`src/rtl/led_scanner_pkg.sv`:
```
// Shared mode and direction encodings for the LED sweep generator.
package led_scanner_pkg;

  typedef logic [1:0] mode_t;

  localparam mode_t MODE_BOUNCE    = 2'd0;
  localparam mode_t MODE_ROT_LEFT  = 2'd1;
  localparam mode_t MODE_ROT_RIGHT = 2'd2;
  localparam mode_t MODE_FILL      = 2'd3;

  localparam logic DIR_UP   = 1'b0;
  localparam logic DIR_DOWN = 1'b1;

endpackage

```
`src/rtl/led_tick_gen.sv`:
```
// Step prescaler: counts enabled cycles and fires o_step every period_reg+1 of them.
module led_tick_gen #(
  parameter int CNT_W          = 24,
  parameter int DEFAULT_PERIOD = 2
) (
  input  logic             i_clk,
  input  logic             i_rst_n,
  input  logic             i_en,
  input  logic             i_load,
  input  logic [CNT_W-1:0] i_period,
  output logic             o_step
);

  logic [CNT_W-1:0] cnt_reg;
  logic [CNT_W-1:0] period_reg;

  // >= rather than == so the counter can never run past the period
  assign o_step = i_en && (cnt_reg >= period_reg);

  always_ff @(posedge i_clk) begin
    if (!i_rst_n) begin
      cnt_reg    <= '0;
      period_reg <= CNT_W'(DEFAULT_PERIOD);
    end else if (i_load) begin
      period_reg <= i_period;
      cnt_reg    <= '0;
    end else if (i_en) begin
      cnt_reg <= o_step ? '0 : cnt_reg + 1'b1;
    end
  end

endmodule

```
`src/rtl/led_scanner.sv`:
```
// LED sweep generator with four motion modes and step-aligned config updates.
// Optional LED_SCANNER_TRAIL_EN adds a 25% duty trail on the previous position.
module led_scanner
  import led_scanner_pkg::*;
#(
  parameter int WIDTH          = 8,
  parameter int CNT_W          = 24,
  parameter int DEFAULT_PERIOD = 2,
  parameter int POS_W          = $clog2(WIDTH)
) (
  input  logic             i_clk,
  input  logic             i_rst_n,
  input  logic             i_en,
  input  logic             i_cfg_valid,
  output logic             o_cfg_ready,
  input  logic [1:0]       i_cfg_mode,
  input  logic [CNT_W-1:0] i_cfg_period,
  output logic [WIDTH-1:0] o_led,
  output logic [POS_W-1:0] o_pos,
  output logic             o_wrap
);

  localparam logic [POS_W-1:0] POS_LAST = POS_W'(WIDTH - 1);

  logic             step;
  logic             accept;
  logic             apply;
  logic             pending_reg, pending_next;
  mode_t            pend_mode_reg;
  logic [CNT_W-1:0] pend_period_reg;
  mode_t            mode_reg, mode_next;
  logic             dir_reg, dir_next;
  logic [POS_W-1:0] pos_reg, pos_next;
  logic             wrap_next;
  logic [WIDTH-1:0] base_next;
  logic [WIDTH-1:0] led_next;
  logic [WIDTH-1:0] led_reg;
  logic             wrap_reg;

  assign o_cfg_ready = !pending_reg;
  assign accept      = i_cfg_valid && !pending_reg;
  // While paused there is no step to wait for, so apply straight away
  assign apply       = pending_reg && (step || !i_en);

  led_tick_gen #(
    .CNT_W          (CNT_W),
    .DEFAULT_PERIOD (DEFAULT_PERIOD)
  ) u_tick (
    .i_clk    (i_clk),
    .i_rst_n  (i_rst_n),
    .i_en     (i_en),
    .i_load   (apply),
    .i_period (pend_period_reg),
    .o_step   (step)
  );

  always_comb begin
    pos_next     = pos_reg;
    dir_next     = dir_reg;
    mode_next    = mode_reg;
    pending_next = pending_reg;
    wrap_next    = 1'b0;
    if (step) begin
      case (mode_reg)
        MODE_BOUNCE: begin
          if (dir_reg == DIR_UP) begin
            if (pos_reg == POS_LAST) begin
              pos_next = POS_LAST - POS_W'(1);
              dir_next = DIR_DOWN;
            end else begin
              pos_next = pos_reg + POS_W'(1);
            end
          end else begin
            if (pos_reg == '0) begin
              pos_next = POS_W'(1);
              dir_next = DIR_UP;
            end else begin
              pos_next = pos_reg - POS_W'(1);
            end
          end
        end
        MODE_ROT_RIGHT: pos_next = (pos_reg == '0) ? POS_LAST : pos_reg - POS_W'(1);
        default:        pos_next = (pos_reg == POS_LAST) ? '0 : pos_reg + POS_W'(1);
      endcase
      wrap_next = (mode_reg == MODE_ROT_RIGHT) ? (pos_next == POS_LAST) : (pos_next == '0);
    end
    // The motion above used the old mode; the new one takes over from here
    if (apply) begin
      mode_next    = pend_mode_reg;
      dir_next     = (pend_mode_reg == MODE_ROT_RIGHT) ? DIR_DOWN : DIR_UP;
      pending_next = 1'b0;
    end
    if (accept) pending_next = 1'b1;
  end

  for (genvar gi = 0; gi < WIDTH; gi++) begin : g_base
    assign base_next[gi] = (mode_next == MODE_FILL) ? (POS_W'(gi) <= pos_next)
                                                    : (POS_W'(gi) == pos_next);
  end

`ifdef LED_SCANNER_TRAIL_EN
  logic [1:0]       pwm_reg;
  logic [POS_W-1:0] prev_reg, prev_next;
  logic             trail_reg, trail_next;
  logic [WIDTH-1:0] trail_mask;

  always_comb begin
    prev_next  = prev_reg;
    trail_next = trail_reg;
    if (step) begin
      prev_next  = pos_reg;
      trail_next = 1'b1;
    end
    if (apply && (pend_mode_reg != mode_reg)) trail_next = 1'b0;
  end

  always_ff @(posedge i_clk) begin
    if (!i_rst_n) begin
      pwm_reg   <= '0;
      prev_reg  <= '0;
      trail_reg <= 1'b0;
    end else begin
      pwm_reg   <= pwm_reg + 2'd1;
      prev_reg  <= prev_next;
      trail_reg <= trail_next;
    end
  end

  // The trail is lit in the cycle where pwm_reg reads 0
  for (genvar gi = 0; gi < WIDTH; gi++) begin : g_trail
    assign trail_mask[gi] = trail_next && (pwm_reg == 2'd3) && (mode_next != MODE_FILL)
                            && (POS_W'(gi) == prev_next);
  end

  assign led_next = base_next | trail_mask;
`else
  assign led_next = base_next;
`endif

  always_ff @(posedge i_clk) begin
    if (!i_rst_n) begin
      pos_reg         <= '0;
      dir_reg         <= DIR_UP;
      mode_reg        <= MODE_BOUNCE;
      pending_reg     <= 1'b0;
      pend_mode_reg   <= MODE_BOUNCE;
      pend_period_reg <= '0;
      led_reg         <= WIDTH'(1);
      wrap_reg        <= 1'b0;
    end else begin
      pos_reg     <= pos_next;
      dir_reg     <= dir_next;
      mode_reg    <= mode_next;
      pending_reg <= pending_next;
      led_reg     <= led_next;
      wrap_reg    <= wrap_next;
      if (accept) begin
        pend_mode_reg   <= i_cfg_mode;
        pend_period_reg <= i_cfg_period;
      end
    end
  end

  assign o_led  = led_reg;
  assign o_pos  = pos_reg;
  assign o_wrap = wrap_reg;

endmodule

```
`config.mk`:
```
export PLATFORM = sky130hd
export DESIGN_NAME = led_scanner
export DESIGN_NICKNAME = d
export VERILOG_FILES = /design/src/rtl/led_scanner_pkg.sv /design/src/rtl/led_tick_gen.sv /design/src/rtl/led_scanner.sv
export SDC_FILE = /design/constraint.sdc
export NUM_CORES = 1
export LEC_CHECK = 0
export CAP_MARGIN = 20
export CORE_ASPECT_RATIO = 0.7
export CORE_UTILIZATION = 40
export DETAILED_ROUTE_END_ITERATION = 10
export GPL_TIMING_DRIVEN = 0
export PLACE_DENSITY = 0.67
export SLEW_MARGIN = 20
export SYNTH_ARGS = -nofsm -noshare
export SYNTH_HDL_FRONTEND = slang
export SYNTH_SLANG_ARGS = --single-unit
```
`constraint.sdc`:
```
create_clock -name i_clk -period 4.5 [get_ports i_clk]
set_input_delay 0.9 -clock i_clk [delete_from_list [all_inputs] [get_ports i_clk]]
set_output_delay 0.9 -clock i_clk [all_outputs]
set_load 0.02 [all_outputs]
```
# Word-level counts from Yosys, hierarchy flattened
# Cells that the tools add are included.
# classes
bitwise	1
n_mux	28
eq_ne	12
n_lt_le_gt_ge	9
n_reduce_logical	16
n_addsub	3
# ops
op	count
$add A24 B1 Y24 const B	1
$ge A24 B24 Y1	1
$mux W24	1
$mux W3	7
$mux W1	18
$eq A3 B3 Y1 const A	4
$le A3 B3 Y1 const A	4
$logic_not A3 Y1	3
$eq A2 B2 Y1 const B	3
$eq A2 B3 Y1 const A	2
$eq A3 B3 Y1 const B	2
$le A1 B3 Y1 const A	2
$le A2 B3 Y1 const A	2
$pmux W3 S2	1
$reduce_bool A2 Y1	3
$reduce_and A2 Y1	2
$add A3 B1 Y3 const B	1
$eq A1 B3 Y1 const A	1
$logic_and A1 B1 Y1	3
$sub A3 B1 Y3 const B	1
$logic_not A1 Y1	2
$logic_not A2 Y1	1
$mux W2	1
$reduce_or A2 Y1	1
2 further kinds	2
# word_totals
reg_bits	90
elab_cells	79

# Logic depth before layout (Yosys ltp)
# Gate-level depths: netlist of run 1.
# logic_depth
word_depth	8
ltp_mapped	11

# Modules after synthesis
# From an unflattened synthesis of run 1, not the netlist that was laid out.
# hier_totals
hier_cells	506
area_unflattened_um2	4540.6
# modules_own_cells
mod	area_each_um2	n_inst	seq_area_each_um2	cells_each
led_tick_gen	2707.6	1	960.9	283
led_scanner	1833.0	1	840.8	223

# Worst setup path before layout of run 1
# No wires, ideal clock.
# synth_path
path_kind	reg2reg
start	register u_tick.period_reg[23]
end	register u_tick.cnt_reg[10]
setup_ns	0.117
arrival_time_ns	2.089
t_required_ns	4.383
path_stages_with_launch	11
period_less_slack_ns	2.207
path_slack_ns	2.293
n_path_buf	2
cell_sequence	dfxtp_1 -> inv_1 -> ha_1 -> nand4_1 -> nor4_2 -> nor3b_4 -> o21ai_2 -> buf_2 -> nand3_1 -> buf_2 -> nor2_1
# synth_between
elab_chain_len	5
elab_cells_between_ends	6
classes_between	order compare (1); mux (1); reduce/logical (4)
# synth_rtl
item	line	text
start: declaration	led_tick_gen.sv:15	logic [CNT_W-1:0] period_reg;
start signal: assignment	led_tick_gen.sv:23	period_reg <= CNT_W'(DEFAULT_PERIOD);
start signal: assignment	led_tick_gen.sv:25	period_reg <= i_period;
$ge A24 B24 Y1 *	led_tick_gen.sv:18	assign o_step = i_en && (cnt_reg >= period_reg);
$logic_and A1 B1 Y1 *	led_tick_gen.sv:18	
$logic_or A1 B1 Y1	led_scanner.sv:43	assign apply = pending_reg && (step || !i_en);
$logic_and A1 B1 Y1	led_scanner.sv:43	
$reduce_or A2 Y1 (no line)	n/a	
end signal: assignment	led_tick_gen.sv:28	cnt_reg <= o_step ? '0 : cnt_reg + 1'b1;
end: declaration	led_tick_gen.sv:14	logic [CNT_W-1:0] cnt_reg;
# Every way passes the cells marked *; elsewhere a longest branch is shown, timed or not.
# A chain may end at the register's enable or synchronous reset.

# Worst setup path in the final report of run 1
# layout_path
start	register u_tick.period_reg[23]
end	register led_reg[0], in the netlist o_led[0]
# layout_between
elab_chain_len	7
elab_cells_between_ends	10
classes_between	order compare (2); eq/ne (1); mux (3); reduce/logical (4)
# layout_rtl
item	line	text
$ge A24 B24 Y1 *	led_tick_gen.sv:18	
$logic_and A1 B1 Y1 *	led_tick_gen.sv:18	
branches (longest 4 deep; another with $le A1 B3 Y1)	n/a	
$mux W1 *	led_scanner.sv:97	assign base_next[gi] = (mode_next == MODE_FILL) ? (POS_W'(gi) <= pos_next)
end signal: assignment	led_scanner.sv:155	led_reg <= led_next;
end: declaration	led_scanner.sv:37	logic [WIDTH-1:0] led_reg;
# Mark *: on every way between the ends.

==> metrics.txt, run 1 <==
status=finished, final reports clean; Hold Crit Start=pend_period_reg[23]; Final Hold Slack=0.4497 ns; Die Ht=88.66 um; GPL Wtd Cong=0.8979; PwrDens=352.0 nW/um^2; fin util=0.4977; CTS buffer count=9; Power Internal=1354 uW; die area=11150 sq um; synthesized cell area=4292 sq um; Post-Synth Adder-Cell Area=0.09038; Initial Util=0.4129; Synth Instances=533; detailed placer's ending HPWL=7675 um; Final Hold Viols=0; Post-Syn Area per Cell=8.052 sq um; Max VDD drop=208.6 uV; drc violations=0; CP peak stage delay=0.56 ns; ANT cells=0; per-cell routed wire length=13.90 um; kind of critical path=reg2reg; largest area contributor in the netlist=dfxtp_1; measured slew at the worst slew-check pin=0.5647 ns; Logic pwr share=0.124; Switching Fraction=0.2563; placed insts=707; CTS tree=done; share of layout cells above drive strength 1=0.04738; max cap viols=0; row count=31; worst reg2reg setup slack=1.70 ns; sequential share of power=0.464; post-route ant nets=0; Worst Path Buf+Inv=1; gr ovfl total=0; CP Max Fanout=9; vias in the first global route=3399; Core Footprint=10400 sq um; Cell Area, Placed=4877 sq um; XOR/XNOR Fraction of Synth Area=0.04490; DR vias=3747; sequential-to-total area share from yosys stat=0.4198; RR Endpoint=o_led[0]; Finished Layout Cells=723; post-synthesis mux area share=0.02128; number of distinct library cells after synthesis=50; Die X=125.8 um; Clock Sinks=90; initial antenna violation count=0; Leak=0.001957 uW; 1st-pass router iterations=5; NumNets Final=647; Area contributors post-synth=dfxtp_1 42%, nand2_1 9.2%, ha_1 9.0%; switching pwr=466.7 uW; CP max stage cell=o31ai_4; final critical-path required period=2.802 ns; Synth Area in Compound Gates=0.1359; H-tree levels=3; simple logic cell fraction of the synthesized area=0.2353; Root Driver=clkbuf_16; Mapped Nets=594; Port Buffers=42; DRT Wirelength=10050 um; Post-synth ARST share=0; pin count of the biggest net entering global routing=16; reg-to-reg startpoint=u_tick.period_reg[23]; CP delay by family, top=simple AND/OR/NAND/NOR gates; Post-synth EDFFs=0; Crit path required time=4.72 ns; fill count=1020; Reg clk slew, reported paths=0.07 ns; worst path cell trace=inv_1 -> ha_1 -> nand4_1 -> nor4_2 -> a21oi_1 -> nand3_2 -> o31ai_4 -> mux2i_1 -> or3_1; first-pass GRT wire length=16280 um; RSZ-0062 raised after global routing=false; Iter 0 DRT Violations=290; number of synthesized register bits=90; final worst-path cycle share=0.6227; clock latency on the worst-skew pair=0.34 ns; Setup crit start kind=flip-flop; fmax=0.3569 GHz; Crit. End Element=flip-flop; HP Class=reg2reg; Syn. warnings=0; post-route setup TNS=0 ns; skew final=0.009906 ns; setup bufs post-CTS=0; count leader, synth=nand2_1; top cells by count, synth=105 x nand2_1, 90 x dfxtp_1, 45 x nor2_1, 38 x a21oi_1, 35 x nand3_1; top-area cell type share of the netlist area=0.4198; Synth-to-Final Area Change=20.55%; final setup violation count=0; WP depth=9; vias per inst=5.183; Worst Setup SP=u_tick.period_reg[23]; worst path arrival time=3.02 ns; Final Max Slew Viols=0; Clk pwr share=0.412; Reg2Reg Depth=9; worst-case clock buffer depth=2; num ports=43; Resize count post-CTS=0; slew margin rel.=0.6235; final instance area=5174 sq um; hold_buf cts=0; largest family of logic cells by synthesized area=simple AND/OR/NAND/NOR gates; GR Util All Layers=0.1897; Setup crit end=o_led[0]; top_reg_cell synth=dfxtp_1
[per-layer routing]
metal / track usage / part of all wire / vias up
met5: 0 / 0 / -
met4: 0.06353 / 0.014 / 0
met3: 0.04414 / 0.052 / 17
met2: 0.2869 / 0.41 / 115
met1: 0.2669 / 0.53 / 1710
li1: - / - / 1905
[cell type report]
type	count	area, sq um	area share
multi-input cells	384	2265	0.4377
flip-flops and latches	90	1802	0.3482
repair buffers	42	420.4	0.08126
clock buffers	11	232.7	0.04498
well taps	132	165.2	0.03192
inverters	33	123.9	0.02394
plain buffers	26	101.3	0.01959
clock inverters	5	63.81	0.01233
[worst register-to-register path, cell delays in order, from the launching register on]
cell and delay, ns:
dfxtp_1 0.39, inv_1 0.06, ha_1 0.32, nand4_1 0.15, nor4_2 0.08, a21oi_1 0.20
nand3_2 0.18, o31ai_4 0.56, mux2i_1 0.31, or3_1 0.42
[cells by family after synthesis]
kind of cell    count (synthesis)
flops                          90
mux                             9
simple gates                  226
xor+xnor                       22
compound gates                 96
buf+inv                        59
fa+ha+maj                      31
[worst min-delay path by stage]
stage | to | slack, ns | depth (start not counted)
2_1_floorplan | pend_period_reg[1] | 0.44 | 2
3_3_place_gp | pend_period_reg[14] | 0.44 | 2
3_5_place_dp | pend_period_reg[23] | 0.45 | 2
4_1_cts | pend_period_reg[23] | 0.46 | 2
5_1_grt | pend_period_reg[11] | 0.47 | 2
6_report | u_tick.period_reg[23] | 0.45 | 2
[placed cells by master (no fill, tap or decap), types with 4 or more instances in the layout]
master           count
a211oi_1             5
a21oi_1             38
buf_1                4
clkbuf_1            21
clkbuf_16            9
clkdlybuf4s50_1     42
dfxtp_1             90
ha_1                31
inv_1               32
mux2i_1              8
nand2_1            105
nand2b_1             5
nand3_1             35
nand4_1              7
nor2_1              45
nor3_1               9
o21ai_0             31
xnor2_1              9
xor2_1              13
[through the flow]
step / setup WS (ns) / power (uW)
3_5_place_dp: 1.493 / 1086
6_report: 1.698 / 1821
5_1_grt: 1.510 / 1891
4_1_cts: 1.716 / 1833
3_3_place_gp: 1.518 / 1081
2_1_floorplan: 2.293 / 1001
[power groups by stage]
stage          Sequential [uW]  Clock (uW)  Combinational, uW
2_1_floorplan              864           0                137
3_3_place_gp               862           0                219
3_5_place_dp               862           0                223
4_1_cts                    844         763                225
5_1_grt                    847         794                250
6_report                   845         750                227
Power figures use the tool's default switching activity.
==> run 2: changes to the inputs <==
clock period = 2.9 ns   (was 4.5 ns; I/O delays follow)
==> run 2 against run 1 <==
  * Via count grew 0.16%
  * Combinational power grew 59%
  * Core utilization grew 0.40 points
  * Fmax grew 2.3%
  * Total power grew 56%
  * Clock skew grew 0.00083 ns
  * Critical path depth grew 1
  * Flip-flop and latch count is the same
  * Register-to-register slack lost 1.5 ns
  * Clock-buffer cell count is the same
==> metrics.txt, run 2 (synthesis results as in run 1) <==
Power Total=2842 uW (+56%); status=finished, final reports clean; row count=31 (unchanged); final worst-path cycle share=0.9442 (+0.3215); DRT Wirelength=10110 um (+0.63%); RSZ-0062 raised after global routing=false; area of the multi-input gates=2281 sq um (+0.72%); DR vias=3753 (+0.16%); Final Max Slew Viols=0 (unchanged); Die Ht=88.66 um (unchanged); kind of critical path=reg2reg; HP Class=reg2reg; share of layout cells above drive strength 1=0.04899 (+0.001609); CTS tree=done; fmax=0.3652 GHz (+2.3%); Port Buffers=42 (unchanged); post-route setup TNS=0 ns (unchanged); final setup violation count=0 (unchanged); GR Util All Layers=0.1900 (+0.0002672); drc violations=0 (unchanged); Clock Sinks=90 (unchanged); Crit path required time=3.18 ns (-1.54 ns); vias in the first global route=3414 (+0.44%); post-route ant nets=0 (unchanged); commonest non-fill, non-tap cell in the layout=nand2_1; Crit. End Element=flip-flop; detailed placer's ending HPWL=7675 um (unchanged); pin count of the biggest net entering global routing=16 (unchanged); first-pass GRT wire length=16300 um (about the same); Root Driver=clkbuf_16; Core Footprint=10400 sq um (unchanged); measured slew at the worst slew-check pin=0.5663 ns (+0.001610 ns); Die X=125.8 um (unchanged); FF+latch area=1802 sq um (unchanged); worst path arrival time=3.02 ns (about the same); Final Hold Slack=0.4500 ns (+0.0002820 ns); Max VDD drop=321.0 uV (+54%); clock latency on the worst-skew pair=0.34 ns (about the same); final critical-path required period=2.738 ns (-0.06401 ns); num ports=43 (unchanged); worst-case clock buffer depth=2 (unchanged); initial antenna violation count=0 (unchanged); PwrDens=544.9 nW/um^2 (+55%); Iter 0 DRT Violations=313 (+7.9%); Synth-to-Final Area Change=21.52%; commonest non-fill, non-tap cells in the layout=105 x nand2_1, 90 x dfxtp_1, 45 x nor2_1; die area=11150 sq um (unchanged); CTS buffer count=9 (unchanged); max cap viols=0 (unchanged); skew final=0.01073 ns (+0.0008289 ns); final instance area=5215 sq um (+0.80%); per-cell routed wire length=13.97 um (+0.49%); GPL Wtd Cong=0.8979 (unchanged); H-tree levels=3 (unchanged); vias per inst=5.184 (about the same); NumNets Final=648 (+0.15%); Setup crit start kind=flip-flop; fill count=1011 (-0.88%); Initial Util=0.4129 (unchanged); Final Hold Viols=0 (unchanged); Reg clk slew, reported paths=0.07 ns (about the same); gr ovfl total=0 (unchanged); Cell Area, Placed=4877 sq um (unchanged); Leak=0.001976 uW (+0.98%); CP Max Fanout=9 (unchanged); 1st-pass router iterations=5 (unchanged); ANT cells=0 (unchanged); slew margin rel.=0.6225 (-0.001074)
-- run 2: changes by cell type in the layout (fill, tap and decap cells not counted), sizes merged --
cell	previous run	this run
clkbuf	30	32
buf	7	6
-- run 2: layer usage --
layer / global-route usage / vias to the layer above / share of wire
met5: 0 / - / 0
met4: 0.07010 / 0 / 0.018
met3: 0.04414 / 16 / 0.050
met2: 0.2854 / 106 / 0.40
met1: 0.2666 / 1725 / 0.53
li1: - / 1906 / -
-- run 2: layout make-up --
type | count | share of cell area
clock inverter | 5 | 0.01224
inverter | 33 | 0.02375
buffer | 26 | 0.02039
multi-input combinational | 384 | 0.4374
sequential | 90 | 0.3455
timing repair buffer | 43 | 0.08445
tap | 132 | 0.03167
clock buffer | 11 | 0.04463
-- run 2: repair_timing --
action / in CTS / in global routing
gates resized for setup: 0 / 4
hold buffers: 0 / 0
setup endpoints to repair: 0 / 28
setup buffers: 0 / 1
-- run 2: critical path, cell delays in order, from the launching register on --
cell	delay [ns]
dfxtp_1	0.39
inv_1	0.08
ha_1	0.31
nand4_1	0.19
nor4_4	0.08
a21oi_1	0.21
nand3_2	0.21
o31ai_4	0.33
buf_12	0.17
mux2i_1	0.47
o311a_1	0.25
-- run 2: worst paths after layout --
check	endpoint	cells after the start	from	slack (ns)
min	u_tick.period_reg[23]	2	pend_period_reg[23]	0.45
min reg2reg	u_tick.period_reg[23]	2	pend_period_reg[23]	0.45
max	o_led[2]	10	u_tick.period_reg[22]	0.16
max reg2reg	o_led[2]	10	u_tick.period_reg[22]	0.16
-- run 2: per-stage QoR --
step | setup slack (ns) | cells | utilization
after detailed placement | 0.1348 | 707 | 0.4692
after global routing | 0.01141 | 724 | 0.5017
after CTS | 0.1158 | 723 | 0.4977
after floorplan | 0.6933 | 533 | -
after global placement | 0.1869 | 707 | 0.4692
final | 0.1617 | 724 | 0.5017
-- run 2: where the power goes --
group / switching (uW) / internal (uW)
sequential: 30.5 / 1280
combinational: 210 / 152
clock: 492 / 676
total: 733 / 2110
